[config.mk]
export PLATFORM = sky130hd
export DESIGN_NAME = regfile_write_arbiter
export DESIGN_NICKNAME = d
export VERILOG_FILES = /design/src/rtl/regfile_write_arbiter.sv
export SDC_FILE = /design/constraint.sdc
export NUM_CORES = 1
export LEC_CHECK = 0
export ABC_AREA = 1
export CORE_MARGIN = 2
export CORE_UTILIZATION = 44
export CTS_CLUSTER_DIAMETER = 200
export DETAILED_ROUTE_END_ITERATION = 16
export PLACE_DENSITY = 0.81
export SYNTH_ARGS = -nofsm -noshare
export SYNTH_HDL_FRONTEND = slang
export SYNTH_SLANG_ARGS = --single-unit
[constraint.sdc]
create_clock -name clk -period 2.4 [get_ports clk]
set_clock_uncertainty 0.15 [all_clocks]
set_input_delay 0.6 -clock clk [delete_from_list [all_inputs] [get_ports clk]]
set_output_delay 0.6 -clock clk [all_outputs]
set_load 0.05 [all_outputs]
[src/rtl/regfile_write_arbiter.sv]
// Two-requester register-file write arbiter with round-robin conflict resolution,
// registered write port and saturating write/conflict statistics.
module regfile_write_arbiter #(
  parameter int unsigned DATA_W = 32,
  parameter int unsigned ADDR_W = 5,
  parameter int unsigned CNT_W  = 16
) (
  input  logic              clk,
  input  logic              rst,
  input  logic              hold,
  input  logic              req0_valid,
  input  logic [ADDR_W-1:0] req0_addr,
  input  logic [DATA_W-1:0] req0_data,
  output logic              req0_ready,
  input  logic              req1_valid,
  input  logic [ADDR_W-1:0] req1_addr,
  input  logic [DATA_W-1:0] req1_data,
  output logic              req1_ready,
  output logic              rf_we,
  output logic [ADDR_W-1:0] rf_addr,
  output logic [DATA_W-1:0] rf_wdata,
  output logic [CNT_W-1:0]  wr_cnt,
  output logic [CNT_W-1:0]  conflict_cnt
);

  typedef enum logic {
    GRANT_REQ0 = 1'b0,
    GRANT_REQ1 = 1'b1
  } grant_t;

  grant_t            last_grant;
  logic              both_valid;
  logic              pick1;
  logic              xfer;
  logic              do_write;
  logic [ADDR_W-1:0] sel_addr;
  logic [DATA_W-1:0] sel_data;

  // Requester 1 wins when it is alone, or when both are valid and requester 0 went last.
  always_comb begin
    both_valid = req0_valid & req1_valid;
    pick1      = req1_valid & (~req0_valid | (last_grant == GRANT_REQ0));
    req0_ready = ~rst & ~hold & req0_valid & ~pick1;
    req1_ready = ~rst & ~hold & pick1;
    xfer       = req0_ready | req1_ready;
    sel_addr   = req1_ready ? req1_addr : req0_addr;
    sel_data   = req1_ready ? req1_data : req0_data;
    do_write   = xfer & (sel_addr != '0);
  end

  always_ff @(posedge clk) begin
    if (rst) begin
      rf_we        <= 1'b0;
      rf_addr      <= '0;
      rf_wdata     <= '0;
      wr_cnt       <= '0;
      conflict_cnt <= '0;
      last_grant   <= GRANT_REQ1;
    end else begin
      rf_we <= do_write;
      if (do_write) begin
        rf_addr  <= sel_addr;
        rf_wdata <= sel_data;
      end
      // Writes to the zero register still count as transfers for fairness.
      if (xfer)
        last_grant <= req1_ready ? GRANT_REQ1 : GRANT_REQ0;
      if (do_write && (wr_cnt != '1))
        wr_cnt <= wr_cnt + 1'b1;
      if (both_valid && !hold && (conflict_cnt != '1))
        conflict_cnt <= conflict_cnt + 1'b1;
    end
  end

endmodule

==> qor.txt, run 1 <==
largest family of logic cells by synthesized area - simple AND/OR/NAND/NOR gates
Vias - 4337
initial antenna violation count - 1
DRC - 0
CTS tree - built
CTS root buf - clkbuf_8
GRT overflow - 0
vias in the first global route - 4349
WHS Endpoint - rf_addr[0]$_SDFFE_PP0P_
Yosys reg bits - 71
Worst path max stage delay - 0.85 ns
FMAX - 426 MHz
number of nets with antenna violations after routing - 0
Arr. time, crit path - 1.60 ns
Worst setup SP type - register
sequential-to-total area share from yosys stat - 0.380
Layout area overhead - 53.6%
Skew-Pair Late Insertion Delay - 0.33 ns
area leader, netlist - dfxtp_1
Final #Nets - 852
Async SR Flop Fraction - 0
Initial Util - 0.455
first-pass GRT wire length - 19500 um
First DRT Iteration DRCs - 163
HPWL Detailed - 9010 um
Post-synth top cells - nand2_1, nor2_1, dfxtp_1
# fillers - 714
Gate power share - 0.243
H-Tree Level Count - 3
status - finished, final reports clean
row count - 33
sw frac - 0.296
post-synthesis compound-gate area fraction - 0.0759
final critical-path share of the clock period - 0.979
Core Region - 8220 sq um
Die Ht - 96.2 um
Synth Area per Inst - 6.19 sq um
library cells used by synthesis - 28
mux share of post-synthesis cell area - 0
Buf/Inv on CP - 1
post-synthesis simple-gate area fraction - 0.419
Vias/cell - 4.92
I/O pins - 151
RD Place Congestion - 0.913
depth of the worst register-to-register path - 8
WS Path Type - register to output pin
worst vdd ir - 0.265 mV
Syn Std Cell Area - 3740 sq um
family with the most delay on the worst path - buffers and inverters
CTS max path bufs - 2
adder-cell share of the synthesized area - 0.00669
Syn Nets - 685
number of synthesized flops with an enable pin - 0
reg-to-reg slack, setup - 0.33 ns
Pint - 0.00213 W
Layout Cells excl Fill - 882
crit path capture type - output pin
Hold Startpoint - rf_addr[0]$_SDFFE_PP0P_
worst endpoint required time - 1.65 ns
crit path max fanout - 5
Hold Buf Count CTS - 0
total track usage - 0.267
setup bufs post-CTS - 0
part of the power in the clock network - 0.339
WL/cell - 13.3 um
Crit Reg-Reg Startpoint - wr_cnt[0]$_SDFFE_PP0P_
switching pwr - 0.000894 W
Slowest-stage cell, CP - clkdlybuf4s50_1
Yosys top cell area share - 0.380
final wirelength - 11800 um
Die Span X - 96.2 um
pwr/cell area - 526 nW/um^2
top-count cell post-synth - nand2_1
Hold Crit Depth - 2
Final Critical Period - 2.35 ns
Leak - 2.55 nW
Slew @ Worst Pin - 0.754 ns
top cells by area, synth - dfxtp_1, nand2_1, nor2_1, nand3_1, inv_1
unrepaired setup endpoints after global routing - false
largest net degree at the start of global routing - 33
final slew viol count - 0
final hold viol count - 0
Slew HR - 0.493
YS warnings - 0
setup TNS - 0 ns
Worst Hold Class - register to register
CTS clk-pin slew, worst paths - 0.07 ns
first drt pass iteration count - 4
worst path cell trace - clkdlybuf4s50_1
Mapped Cells - 604
IO Port Bufs - 150
DIE AREA - 9260 sq um
Seq pwr share - 0.418
share of layout cells above drive strength 1 - 0.0786
RR Endpoint - wr_cnt[15]$_SDFFE_PP0P_
MaxCap Viol Count - 0
Clock Sink Count - 71
XOR/XNOR share of the synthesized area - 0.0211
CTS buffer count - 9
Placed Cells incl. Taps - 865
Post-synth top flop - dfxtp_1
Final setup viols - 0
## placed cells by master (no fill, tap or decap), types with 10 or more instances in the layout
master	n
nand2_1	194
clkdlybuf4s50_1	139
nor2_1	123
dfxtp_1	71
inv_1	50
nand3_1	43
buf_4	29
o21ai_1	25
a21oi_1	18
o21ai_0	10
## per-stage QoR
stage	hold slack, ns	instance area [sq um]	utilization	worst slack [ns]	power, W
2_1_floorplan	0.279	3740	-	0.0173	0.00169
3_3_place_gp	0.290	5520	0.672	-0.130	0.00201
3_5_place_dp	0.298	5520	0.672	-0.193	0.00203
4_1_cts	0.328	5730	0.698	0.00770	0.00304
5_1_grt	0.359	5750	0.699	0.000648	0.00315
6_report	0.329	5750	0.699	0.0513	0.00303
## layout make-up
class / count / area (sq um) / share of cell area
Antenna cell: 1 / 2.50 / 0.000435
Clock buffer: 12 / 135 / 0.0235
Clock inverter: 4 / 70.1 / 0.0122
Inverter: 55 / 206 / 0.0359
Multi-Input combinational cell: 452 / 1970 / 0.343
Sequential cell: 71 / 1420 / 0.247
Tap cell: 105 / 131 / 0.0229
Timing Repair Buffer: 182 / 1810 / 0.314
## how the worst max path moves through the flow
stage	from	end	depth (start not counted)	slack, ns
after global placement	rst	req1_ready	5	-0.13
after detailed placement	hold	wr_cnt[9]$_SDFFE_PP0P_	12	-0.19
after global routing	wr_cnt[4]$_SDFFE_PP0P_	wr_cnt[4]	1	0.0006
after floorplan	hold	req0_ready	3	0.02
after CTS	wr_cnt[12]$_SDFFE_PP0P_	wr_cnt[12]	1	0.008
final	conflict_cnt[11]$_SDFFE_PP0P_	conflict_cnt[11]	1	0.05
## kinds of logic (layout without fill, tap and decap cells)
group	count (synthesis)	count (layout)
AOI/OAI and AO/OA	56	56
xor gates and xnor gates	9	9
adders and majority gates	2	2
buffers and inverters	81	253
DFF	71	71
other	0	1
and+or+nand+nor	385	385
## power groups by stage
stage / Sequential [W] / Clock [W] / Combinational, W
after detailed placement: 0.00129 / 0 / 0.000735
final: 0.00126 / 0.00102 / 0.000737
after global routing: 0.00127 / 0.00109 / 0.000788
after floorplan: 0.00147 / 0 / 0.000220
after global placement: 0.00129 / 0 / 0.000721
after CTS: 0.00126 / 0.00104 / 0.000738
## registers in the layout (all words and copies together) (netlist names)
| signal | flops |
|---|---|
| conflict_cnt | 16 |
| last_grant | 1 |
| rf_addr | 5 |
| rf_wdata | 32 |
| rf_we | 1 |
| wr_cnt | 16 |
## repair_timing
| action | in CTS | in global routing |
|---|---|---|
| endpoints found under the setup margin | 2 | 5 |
| pin swaps | 0 | 0 |
| resized for setup | 8 | 5 |
## worst register-to-register path, cell delays in order (launching register included)
cell and delay, ns:
dfxtp_1 0.39, ha_1 0.20, nand3_1 0.12, nor2_1 0.24, nand4_1 0.35, nand4_1 0.24, nor2_1 0.08, a21oi_1 0.15
nor2_1 0.06
## metal layers
metal / GRT usage / routed length (um) / vias up
met5: 0 / 0 / -
met4: 0.104 / 286 / 0
met3: 0.0548 / 718 / 24
met2: 0.483 / 5900 / 130
met1: 0.306 / 4850 / 1975
li1: - / - / 2208
Power figures use the tool's default switching activity.
==> run 2: changes to the inputs <==
Settings changed: ABC_AREA 1 to default, CORE_UTILIZATION 44 to 42, CTS_CLUSTER_DIAMETER 200 to default.
==> run 2 against run 1 <==
Effect of this change:
- first-iteration DRC count shrank 41%
- synthesized area shrank 9.7%
- non-clock buffer count fell by 4
- worst hold slack better by 0.0042 ns
- flip-flop and latch count is the same
- critical path type is now input port to register
- total power down 2.5%
- critical path depth increased by 5
- via count decreased by 16%
- combinational power is 16% lower
- sequential share of layout area increased by 0.93 points
- routed wire length decreased by 12%
- die area is 5.2% lower
==> qor.txt, run 2 <==
CTS root buf - clkbuf_8
Mapped Cells - 403 (-33%)
GRT overflow - 0 (unchanged)
Final Critical Period - 2.36 ns (+0.0140 ns)
Yosys top cell area share - 0.421 (+0.0410)
row count - 32 (-3.0%)
Post-synth top cells - nand2_1, dfxtp_1, nor2_1
final hold slack - 0.333 ns (+0.00416 ns)
Die Span X - 93.7 um (-2.6%)
crit path max fanout - 11 (+6)
Layout area overhead - 64.0%
MaxCap Viol Count - 0 (unchanged)
top cells by area, synth - dfxtp_1, a311oi_1, nand2_1, nor2_1, a21oi_1
Setup crit start - req0_addr[2]
final slew viol count - 0 (unchanged)
worst endpoint required time - 2.51 ns (+0.86 ns)
I/O pins - 151 (unchanged)
share of layout cells above drive strength 1 - 0.126 (+0.0475)
vias in the first global route - 3377 (-22%)
Worst setup SP type - input port
Largest Register - rf_wdata
unrepaired setup endpoints after global routing - false
Final #Nets - 647 (-24%)
number of synthesized flops with an enable pin - 0 (unchanged)
DRC - 0 (unchanged)
Synth Area per Inst - 8.38 sq um (+35%)
post-synthesis simple-gate area fraction - 0.279 (-0.139)
RD Place Congestion - 0.851 (-6.9%)
Arr. time, crit path - 2.47 ns (+0.87 ns)
area leader, netlist - dfxtp_1
most frequent cells in the layout - clkdlybuf4s50_1, nand2_1, dfxtp_1
Syn Nets - 484 (-29%)
initial antenna violation count - 0 (-1)
Syn Std Cell Area - 3380 sq um (-9.7%)
end of the critical path - wr_cnt[6]$_SDFFE_PP0P_
max reg flops - 32 (unchanged)
final hold viol count - 0 (unchanged)
Core Region - 7770 sq um (-5.5%)
Vias - 3659 (-16%)
YS warnings - 0 (unchanged)
depth of the worst register-to-register path - 6 (-2)
Hold Crit Depth - 1 (-1)
RR Endpoint - conflict_cnt[5]$_SDFFE_PP0P_
post-synthesis compound-gate area fraction - 0.194 (+0.118)
First DRT Iteration DRCs - 96 (-41%)
CTS max path bufs - 2 (unchanged)
largest net degree at the start of global routing - 65 (+97%)
Clock Sink Count - 71 (unchanged)
FMAX - 423 MHz (-0.59%)
pwr/cell area - 532 nW/um^2 (+1.1%)
reg-to-reg slack, setup - 0.31 ns (-0.02 ns)
CTS tree - built
largest family of logic cells by synthesized area - simple AND/OR/NAND/NOR gates
mux share of post-synthesis cell area - 0.0252 (+0.0252)
Post-synth top flop - dfxtp_1
Vias/cell - 5.44 (+11%)
total track usage - 0.223 (-0.0437)
Skew-Pair Late Insertion Delay - 0.33 ns (about the same)
adder-cell share of the synthesized area - 0.00741 (+0.000721)
Initial Util - 0.435 (-0.0205)
Die Ht - 93.7 um (-2.6%)
first drt pass iteration count - 4 (unchanged)
library cells used by synthesis - 52 (+86%)
Worst Hold Class - register to register
CTS clk-pin slew, worst paths - 0.07 ns (about the same)
# diodes - 0 (-1)
final critical-path share of the clock period - 0.984 (+0.00583)
status - finished, final reports clean
WS Path Type - input port to register
most common cell after layout, fill and taps aside - clkdlybuf4s50_1
Crit Reg-Reg Startpoint - conflict_cnt[3]$_SDFFE_PP0P_
XOR/XNOR share of the synthesized area - 0.0259 (+0.00487)
HPWL Detailed - 7090 um (-21%)
final wirelength - 10300 um (-12%)
setup TNS - 0 ns (unchanged)
number of nets with antenna violations after routing - 0 (unchanged)
Largest regs - rf_wdata: 32 flops, conflict_cnt: 16 flops, wr_cnt: 16 flops
Leak - 2.21 nW (-13%)
top-count cell post-synth - nand2_1
first-pass GRT wire length - 15800 um (-19%)
Async SR Flop Fraction - 0 (unchanged)
Final setup viols - 0 (unchanged)
H-Tree Level Count - 3 (unchanged)
WL/cell - 15.4 um (+15%)
Slew @ Worst Pin - 0.732 ns (-0.0217 ns)
worst vdd ir - 0.339 mV (+28%)
IO Port Bufs - 150 (unchanged)
crit path capture type - register
Yosys reg bits - 71 (unchanged)
Slew HR - 0.512 (+0.0184)
DIE AREA - 8770 sq um (-5.2%)
# fillers - 624 (-13%)
sequential-to-total area share from yosys stat - 0.421 (+0.0410)
CTS buffer count - 9 (unchanged)
## run 2: cell count changes after synthesis, sizes merged, moves of 8 or more
cell / change
nand3: -30
inv: -46
a311oi: +35
or4: +8
nand2: -122
o21ai: -31
nor2: -70
## run 2: repair_timing
action                                  4_1_cts  5_1_grt
gates resized for setup                      12       28
gates cloned                                  0        3
pin swaps                                     4        5
hold buffers                                  0        0
endpoints found under the setup margin       54       51
setup buffers                                 0        1
## run 2: power by group
part / total [W] / switching (W) / internal (W)
clock network: 0.00108 / 0.000438 / 0.000643
logic: 0.000616 / 0.000337 / 0.000279
registers: 0.00125 / 0.0000285 / 0.00122
## run 2: how the worst min path moves through the flow
stage                                    endpoint               startpoint  slack, ns
final                     rf_addr[2]$_SDFFE_PP0P_  rf_addr[2]$_SDFFE_PP0P_       0.33
after global routing      rf_addr[2]$_SDFFE_PP0P_  rf_addr[2]$_SDFFE_PP0P_       0.35
after CTS                 rf_addr[2]$_SDFFE_PP0P_  rf_addr[2]$_SDFFE_PP0P_       0.33
after detailed placement  rf_addr[2]$_SDFFE_PP0P_  rf_addr[2]$_SDFFE_PP0P_       0.31
after global placement    rf_addr[3]$_SDFFE_PP0P_  rf_addr[3]$_SDFFE_PP0P_       0.32
after floorplan           last_grant$_SDFFE_PP1P_  last_grant$_SDFFE_PP1P_       0.38
## run 2: metal layers
layer,vias to the layer above,GRT usage,wire length [um]
met5,-,0,0
met4,0,0.0930,230
met3,18,0.0401,502
met2,121,0.388,5170
met1,1714,0.272,4430
li1,1806,-,-
## run 2: cell families (layout without fill, tap and decap cells)
group / Yosys count / in the layout
flip-flops: 71 / 71
XOR/XNOR: 10 / 10
AO/OA/AOI/OAI: 82 / 82
multiplexers: 8 / 8
AND/OR/NAND/NOR: 195 / 195
adder cells (fa/ha/maj): 2 / 2
buffers and inverters: 35 / 203
## run 2: layout make-up
class | instances | area, sq um | share of cell area
Clock buffer | 13 | 159 | 0.0287
Clock inverter | 3 | 65.1 | 0.0117
Inverter | 9 | 38.8 | 0.00700
Multi-Input combinational cell | 297 | 1890 | 0.340
Sequential cell | 71 | 1420 | 0.257
Tap cell | 102 | 128 | 0.0230
Timing Repair Buffer | 178 | 1840 | 0.333
## run 2: critical path: stages
cell,delay [ns]
clkdlybuf4s50_1,0.55
a311oi_2,0.06
a311o_4,0.45
buf_12,0.16
or4_1,0.50
a21oi_1,0.15
## run 2: metrics by stage
step	cells	area [sq um]	utilization	power, W	setup slack (ns)
floorplan	403	3380	-	0.00158	0.0459
global placement	653	5100	0.657	0.00185	-0.434
detailed placement	653	5100	0.657	0.00186	-0.508
CTS	669	5330	0.687	0.00293	0.00893
global route	673	5540	0.713	0.00306	0.00353
finish	673	5540	0.713	0.00295	0.0373
